==> config.mk <==
export PLATFORM = sky130hd
export DESIGN_NAME = fft_lane_framer
export DESIGN_NICKNAME = d
export VERILOG_FILES = /design/src/rtl/fft_pkg.sv /design/src/rtl/fft_lane_pack.sv /design/src/rtl/fft_lane_framer.sv
export SDC_FILE = /design/constraint.sdc
export NUM_CORES = 1
export LEC_CHECK = 0
export CAP_MARGIN = 5
export CELL_PAD_IN_SITES_DETAIL_PLACEMENT = 0
export CELL_PAD_IN_SITES_GLOBAL_PLACEMENT = 1
export CORE_MARGIN = 5
export CORE_UTILIZATION = 45
export CTS_CLUSTER_SIZE = 16
export DETAILED_ROUTE_END_ITERATION = 12
export PLACE_DENSITY = 0.89
export SLEW_MARGIN = 15
export SYNTH_ARGS = -nofsm -noshare
export SYNTH_HDL_FRONTEND = slang
export SYNTH_SLANG_ARGS = --single-unit
==> constraint.sdc <==
create_clock -name clk -period 2.9 [get_ports clk]
set_clock_uncertainty 0.1 [all_clocks]
set_input_delay 0.58 -clock clk [delete_from_list [all_inputs] [get_ports clk]]
set_output_delay 0.58 -clock clk [all_outputs]
set_load 0.03 [all_outputs]
==> src/rtl/fft_pkg.sv <==
// Shared constants and types for the FFT source-side datapath.
package fft_pkg;

    localparam int FFT_NUM      = 16;
    localparam int FFT_DATA     = 512;
    localparam int FFT_IN_WIDTH = 9;

    // One signed component (real or imaginary) of a complex sample.
    typedef logic signed [FFT_IN_WIDTH-1:0] fft_sample_t;

    // Framer state: waiting for a start-of-frame, or collecting a frame.
    typedef enum logic {
        IDLE = 1'b0,
        FILL = 1'b1
    } framer_state_e;

endpackage

==> src/rtl/fft_lane_pack.sv <==
// Lane packer: writes each accepted sample into its collect lane and, when a vector
// completes, copies the collect array (including the sample written that cycle) to the
// output register. Output and collect are separate so the output stays stable while
// the next vector fills.
module fft_lane_pack
    import fft_pkg::*;
#(
    parameter int IN_WIDTH = FFT_IN_WIDTH,
    parameter int NUM      = FFT_NUM,
    parameter int LW       = (NUM > 1) ? $clog2(NUM) : 1
) (
    input  logic                          clk,
    input  logic                          rstn,
    input  logic                          i_wr_en,
    input  logic [LW-1:0]                 i_wr_lane,
    input  logic [IN_WIDTH-1:0]           i_re,
    input  logic [IN_WIDTH-1:0]           i_im,
    input  logic                          i_copy,
    output logic [NUM-1:0][IN_WIDTH-1:0]  o_re,
    output logic [NUM-1:0][IN_WIDTH-1:0]  o_im
);

    logic [NUM-1:0][IN_WIDTH-1:0] r_col_re;
    logic [NUM-1:0][IN_WIDTH-1:0] r_col_im;
    logic [NUM-1:0][IN_WIDTH-1:0] r_out_re;
    logic [NUM-1:0][IN_WIDTH-1:0] r_out_im;
    logic [NUM-1:0][IN_WIDTH-1:0] w_next_re;
    logic [NUM-1:0][IN_WIDTH-1:0] w_next_im;

    // Collect array as it will look after this cycle's write; the copy uses it directly
    // so the completing sample lands in the output vector in the same cycle.
    always_comb begin
        w_next_re = r_col_re;
        w_next_im = r_col_im;
        if (i_wr_en) begin
            w_next_re[i_wr_lane] = i_re;
            w_next_im[i_wr_lane] = i_im;
        end
    end

    // Collect and output registers.
    always_ff @(posedge clk or negedge rstn) begin
        if (!rstn) begin
            r_col_re <= '0;
            r_col_im <= '0;
            r_out_re <= '0;
            r_out_im <= '0;
        end else begin
            if (i_wr_en) begin
                r_col_re <= w_next_re;
                r_col_im <= w_next_im;
            end
            if (i_copy) begin
                r_out_re <= w_next_re;
                r_out_im <= w_next_im;
            end
        end
    end

    assign o_re = r_out_re;
    assign o_im = r_out_im;

endmodule

==> src/rtl/fft_lane_framer.sv <==
// Source-side framer: packs NUM consecutive samples into a lane vector, tracks the
// position within a DATA-sample frame, flags first/last vectors and discards partial
// frames cut short by a new start-of-frame.
// Optional macro FFT_FRAMER_ERR_CNT_EN adds a saturating 16-bit discarded-frame counter
// on port err_cnt.
// Lane elements of dout_re/dout_im are two's-complement values of IN_WIDTH bits.
module fft_lane_framer
    import fft_pkg::*;
#(
    parameter int IN_WIDTH = FFT_IN_WIDTH,
    parameter int NUM      = FFT_NUM,
    parameter int DATA     = FFT_DATA,
    parameter int COUNT    = DATA / NUM
) (
    input  logic                          clk,
    input  logic                          rstn,
    input  logic signed [IN_WIDTH-1:0]    din_re,
    input  logic signed [IN_WIDTH-1:0]    din_im,
    input  logic                          din_valid,
    input  logic                          din_sof,
    output logic [NUM-1:0][IN_WIDTH-1:0]  dout_re,
    output logic [NUM-1:0][IN_WIDTH-1:0]  dout_im,
    output logic                          valid_out,
    output logic                          dout_sof,
    output logic                          dout_eof,
`ifdef FFT_FRAMER_ERR_CNT_EN
    output logic                          frame_err,
    output logic [15:0]                   err_cnt
`else
    output logic                          frame_err
`endif
);

    localparam int LW = (NUM > 1) ? $clog2(NUM) : 1;
    localparam int VW = (COUNT > 1) ? $clog2(COUNT) : 1;
    localparam logic [LW-1:0] LANE_LAST = LW'(NUM - 1);
    localparam logic [VW-1:0] VEC_LAST  = VW'(COUNT - 1);

    framer_state_e r_state;
    logic [LW-1:0] r_lane_cnt;
    logic [VW-1:0] r_vec_cnt;
    logic          r_valid;
    logic          r_sof;
    logic          r_eof;
    logic          r_err;

    logic          w_in_fill;
    logic          w_sof_in;
    logic          w_wr_en;
    logic [LW-1:0] w_wr_lane;
    logic          w_copy;
    logic          w_discard;

    // Decode the accepted sample: where it goes and whether it completes a vector.
    always_comb begin
        w_in_fill = (r_state == FILL);
        w_sof_in  = din_valid && din_sof;
        w_wr_en   = din_valid && (din_sof || w_in_fill);
        w_wr_lane = din_sof ? '0 : r_lane_cnt;
        w_copy    = din_valid && !din_sof && w_in_fill && (r_lane_cnt == LANE_LAST);
        w_discard = w_sof_in && w_in_fill;
    end

    fft_lane_pack #(
        .IN_WIDTH (IN_WIDTH),
        .NUM      (NUM),
        .LW       (LW)
    ) u_pack (
        .clk       (clk),
        .rstn      (rstn),
        .i_wr_en   (w_wr_en),
        .i_wr_lane (w_wr_lane),
        .i_re      (din_re),
        .i_im      (din_im),
        .i_copy    (w_copy),
        .o_re      (dout_re),
        .o_im      (dout_im)
    );

    // Frame state machine, lane/vector counters and registered output flags.
    always_ff @(posedge clk or negedge rstn) begin
        if (!rstn) begin
            r_state    <= IDLE;
            r_lane_cnt <= '0;
            r_vec_cnt  <= '0;
            r_valid    <= 1'b0;
            r_sof      <= 1'b0;
            r_eof      <= 1'b0;
            r_err      <= 1'b0;
        end else begin
            r_valid <= 1'b0;
            r_sof   <= 1'b0;
            r_eof   <= 1'b0;
            r_err   <= 1'b0;
            if (din_valid) begin
                if (din_sof) begin
                    // Start of frame always restarts; inside FILL it drops the partial frame.
                    r_err      <= w_in_fill;
                    r_state    <= FILL;
                    r_lane_cnt <= LW'(1);
                    r_vec_cnt  <= '0;
                end else if (w_in_fill) begin
                    if (r_lane_cnt == LANE_LAST) begin
                        r_lane_cnt <= '0;
                        r_valid    <= 1'b1;
                        r_sof      <= (r_vec_cnt == '0);
                        r_eof      <= (r_vec_cnt == VEC_LAST);
                        if (r_vec_cnt == VEC_LAST) begin
                            r_vec_cnt <= '0;
                            r_state   <= IDLE;
                        end else begin
                            r_vec_cnt <= r_vec_cnt + VW'(1);
                        end
                    end else begin
                        r_lane_cnt <= r_lane_cnt + LW'(1);
                    end
                end
            end
        end
    end

    assign valid_out = r_valid;
    assign dout_sof  = r_sof;
    assign dout_eof  = r_eof;
    assign frame_err = r_err;

`ifdef FFT_FRAMER_ERR_CNT_EN
    logic [15:0] r_err_cnt;

    // Saturating count of discarded partial frames, in step with frame_err.
    always_ff @(posedge clk or negedge rstn) begin
        if (!rstn) begin
            r_err_cnt <= '0;
        end else if (w_discard && (r_err_cnt != 16'hFFFF)) begin
            r_err_cnt <= r_err_cnt + 16'd1;
        end
    end

    assign err_cnt = r_err_cnt;
`else
    logic w_unused_discard;
    assign w_unused_discard = w_discard;
`endif

endmodule

==> results <==
- The run finished with clean final reports.
- The instance area at placement is 27520 sq um.
- The routed design could run at a clock period as short as 2.533 ns.
- Clock tree synthesis inserted a total of 58 buffers.
- Of the available clock period, the critical path in the final layout requires 87.34%.
- Global routing used 22.30% of the available tracks across all layers.
- The critical path capture point is r_lane_cnt[0]$_DFFE_PN0N_.
- Once the clock tree was built, the resizer swapped 0 gates to a different size.
- Of all cell types, the one taking the most synthesized area is dfrtp_1.
- The number of antenna violations at the first check in global routing is 2.
- For this run, the slowest stage of the critical path takes 0.71 ns.
- The classification of the worst setup path is reg2reg.
- The routed layout has 15330 vias.
- The post-synth design cell area is 23180 sq um.
- The setup fix buffers added after clock tree synthesis is 0.
- The layout overhead on the synthesized area is 27.27%.
- Once layout is done, the placed cells without fillers occupy 29500 sq um.
- The post-synthesis cell type count is 48.
- The DRC violations left is 0.
- The detail route stage leaves a number of antenna-violating nets equal to 0.
- The terminus of the critical flop-to-flop path is r_lane_cnt[0]$_DFFE_PN0N_.
- The sink count of the clock tree is 590.
- The maximum resistive drop on vdd is 0.5319 mV.
- The initial cell density of the core is 45.28%.
- STA classifies the critical path endpoint as a flip-flop.
- During I/O placement, the number of pins put on the boundary was 314.
- The overall routed net length is 63.77 mm.
- The slack of the worst reg-to-reg path is 0.37 ns.
- The critical path's slowest cell is buf_4.
- The beginning of the critical path is r_lane_cnt[1]$_DFFE_PN0N_.
- The number of optimization iterations in the first detailed-route pass is 5.
- The via count of the first global-routing pass is 16030.
- 0 antenna diodes ended up in the layout.
- The net count of the finished layout is 2048.
- The kind of cell adding the most delay to the critical path is buffers and inverters.
- In this run the mean area of a mapped cell was 13.66 sq um.
- The largest net degree at the start of global routing is 94.
- The accumulated negative setup slack is 0 ns.
- Counting the fill cells in the layout gives 4045.
- The top cell type by area accounts for 63.69% of the synthesized area.
- The synthesized design contains 590 register bits.
- The number of gates on the worst path with buffers counted is 5.
- The first global-routing pass estimated 98.39 mm of wire.
- The largest buffer count on any clock path is 3.
- In this run the power density over the cells is 677.7 nW/um^2.
- In this run the tool buffered the top-level ports with 313 buffer cells.
- The number of slew-limit violations in the final report came to 0.
- The achievable frequency is 0.3948 GHz.
- At the worst endpoint, the arrival time is 2.93 ns.
- The synthesized design contains 0 enable-type register cells.
- In this run the critical register-to-register path is launched from r_lane_cnt[1]$_DFFE_PN0N_.
- In the post-synthesis netlist, the biggest area contributors are dfrtp_1 64%, mux2_2 19%, o21ai_0 2.4%.
- The floorplan has 83 rows.
- For the pin with the worst max-slew slack, the measured transition is 0.8925 ns.
- The count of yosys warnings during synthesis is 0.
- The analysis attributes to cell leakage a power of 0.01393 uW.
- The die area is 56150 sq um.
- Sequential cells were found to cover 63.69% of the synthesized design area.
- The worst setup path is launched from a flip-flop.
- The floorplan step set the die height to 237.0 um.
- The share of final-layout standard cells stronger than drive strength 1 is 28.61%.
- The fraction of synthesis flops using an asynchronous set or reset pin is 100.0%.
- After technology mapping, the gate count stands at 1697.
- The clock tree from TritonCTS is built.
- Setup repair after global routing left no endpoint under its margin.
- The count of endpoints failing hold in the final timing report came to 0.
- Dividing the detail-routed via count by the number of cells gives 5.577.
- The root buffer selected by CTS is clkbuf_16.
- The worst max-slew margin expressed relative to the limit is 40.50%.
- The floorplan step defined a core boundary enclosing 51200 sq um.
- The reported max-cap violation count is 0.
- The number of buffers and inverters on the critical path is 1.
- The HPWL reported at the end of detailed placement is 42.74 mm.
- The later pin in the worst-skew pair is clocked with a latency of 0.61 ns.
- The critical path goes through ha_1 > and3_2 > buf_4 > o21bai_1 > a22o_1.
- The wire length per cell after detailed routing is 23.20 um.
- The total of endpoints with negative setup slack in the final report is 0.
- The number of cells on the worst reg-to-reg path is 5.
- The floorplan step set the die width to 237.0 um.
- The data required time of the critical path is 3.29 ns.
- The total overflow reported by the global router is 0.
- Of all nets on the critical path, the largest fanout is 75.
- The clock tree synthesis step divided the H-tree into 2 levels.
- The clock-pin slew of the registers on the worst-case setup and hold paths is 0.06 ns.
- The violation count after the first detailed-route iteration is 1013.
- Routability-driven placement finished with a final weighted congestion of 0.8149.
- The type of the tightest min-delay check is in2async.
- For this run, the leading register cell type out of synthesis is dfrtp_1.
- When the netlist entered floorplanning its net count stood at 1723.
cell usage in the layout, fill, tap and decap left out, types with 21 or more instances in the layout:
| cell type | n |
|---|---|
| buf_12 | 21 |
| clkbuf_16 | 59 |
| nand2b_1 | 23 |
| mux2_2 | 385 |
| or3_1 | 38 |
| a21oi_1 | 73 |
| clkdlybuf4s50_1 | 310 |
| buf_4 | 68 |
| a31oi_1 | 74 |
| dfrtp_1 | 589 |
| o21ai_0 | 112 |
| nand2_1 | 95 |
per-layer routing:
metal  GRT usage (%)  share of wire (%)  up-vias
met5               0              0.044        -
met4           6.542                2.9        4
met3           5.882                7.5      111
met2           36.04                 48      540
met1           29.95                 41     7956
li1                -                  -     6719
worst reg2reg max path, stage by stage (launching register included):
cell and delay, ns:
dfrtp_1 0.63, ha_1 0.34, and3_2 0.25, buf_4 0.71, o21bai_1 0.19, a22o_1 0.21
power breakdown:
group          switching (uW)  internal (uW)
clock network            3170           4550
logic                    1170           1130
registers                 638           9330
total                    4980          15000
worst min-delay path by stage:
| stage | slack, ns | cells after the start | from | end |
|---|---|---|---|---|
| after global routing | 0.39 | 2 | rstn | u_pack.o_re[123]$_DFFE_PN0P_ |
| after global placement | 0.36 | 1 | u_pack.r_col_im[102]$_DFFE_PN0N_ | u_pack.r_col_im[102]$_DFFE_PN0N_ |
| after CTS | 0.37 | 2 | rstn | u_pack.o_re[123]$_DFFE_PN0P_ |
| after floorplan | 0.18 | 0 | rstn | dout_eof$_DFF_PN0_ |
| after detailed placement | 0.37 | 1 | u_pack.r_col_re[105]$_DFFE_PN0N_ | u_pack.r_col_re[105]$_DFFE_PN0N_ |
| final | 0.37 | 2 | rstn | u_pack.o_re[123]$_DFFE_PN0P_ |
per-stage QoR:
step / cells / worst slack (ns) / utilization, % / hold WS [ns] / power, uW
after floorplan: 1697 / 0.5884 / - / 0.1844 / 11380
after global placement: 2641 / 0.5193 / 53.75 / 0.3632 / 12260
after detailed placement: 2641 / 0.3932 / 53.75 / 0.3720 / 12430
after CTS: 2749 / 0.4064 / 57.62 / 0.3650 / 20170
after global routing: 2749 / 0.2049 / 57.62 / 0.3923 / 20840
final: 2749 / 0.3672 / 57.62 / 0.3675 / 19990
final cells by class:
class	instances	area (sq um)	share of cell area (%)
clock buffer	82	1673	5.670
timing repair buffer	403	4069	13.79
sequential	590	14770	50.06
tap	680	850.8	2.884
clock inverter	25	302.8	1.026
inverter	7	26.28	0.08906
multi-input combinational	962	7812	26.48
synth_stat cells (4+ instances only):
cell type and count:
a21oi_1 73, a31oi_1 74, and3_1 5, buf_1 5, buf_2 42, buf_4 7
clkbuf_1 81, dfrtp_1 590, ha_1 4, inv_1 7, mux2_1 11, mux2_2 385
nand2_1 96, nand2b_1 23, nand3_1 21, nand4_1 20, nand4bb_1 4, nor2_1 5
nor2b_1 20, o211ai_1 20, o21ai_0 112, o2bb2ai_1 18, or3_1 38
kinds of logic after synthesis:
kind of cell,synth area share [%]
compound gates,7.713
fa+ha+maj,0.2159
buf+inv,2.785
flops,63.69
mux,19.24
simple gates,6.358
state kept, by name, indices dropped and copies added, names as in the netlist:
register         flops
frame_err            1
dout_eof             1
r_state              1
u_pack.o_re        144
dout_sof             1
valid_out            1
r_lane_cnt           4
u_pack.r_col_re    144
r_vec_cnt            5
u_pack.o_im        144
u_pack.r_col_im    144
timing repair:
item,CTS,global route
hold buffers,1,0
hold endpoints to repair,36,0
setup endpoints to repair,0,0
No activity file was read; power rests on OpenSTA's default activity.
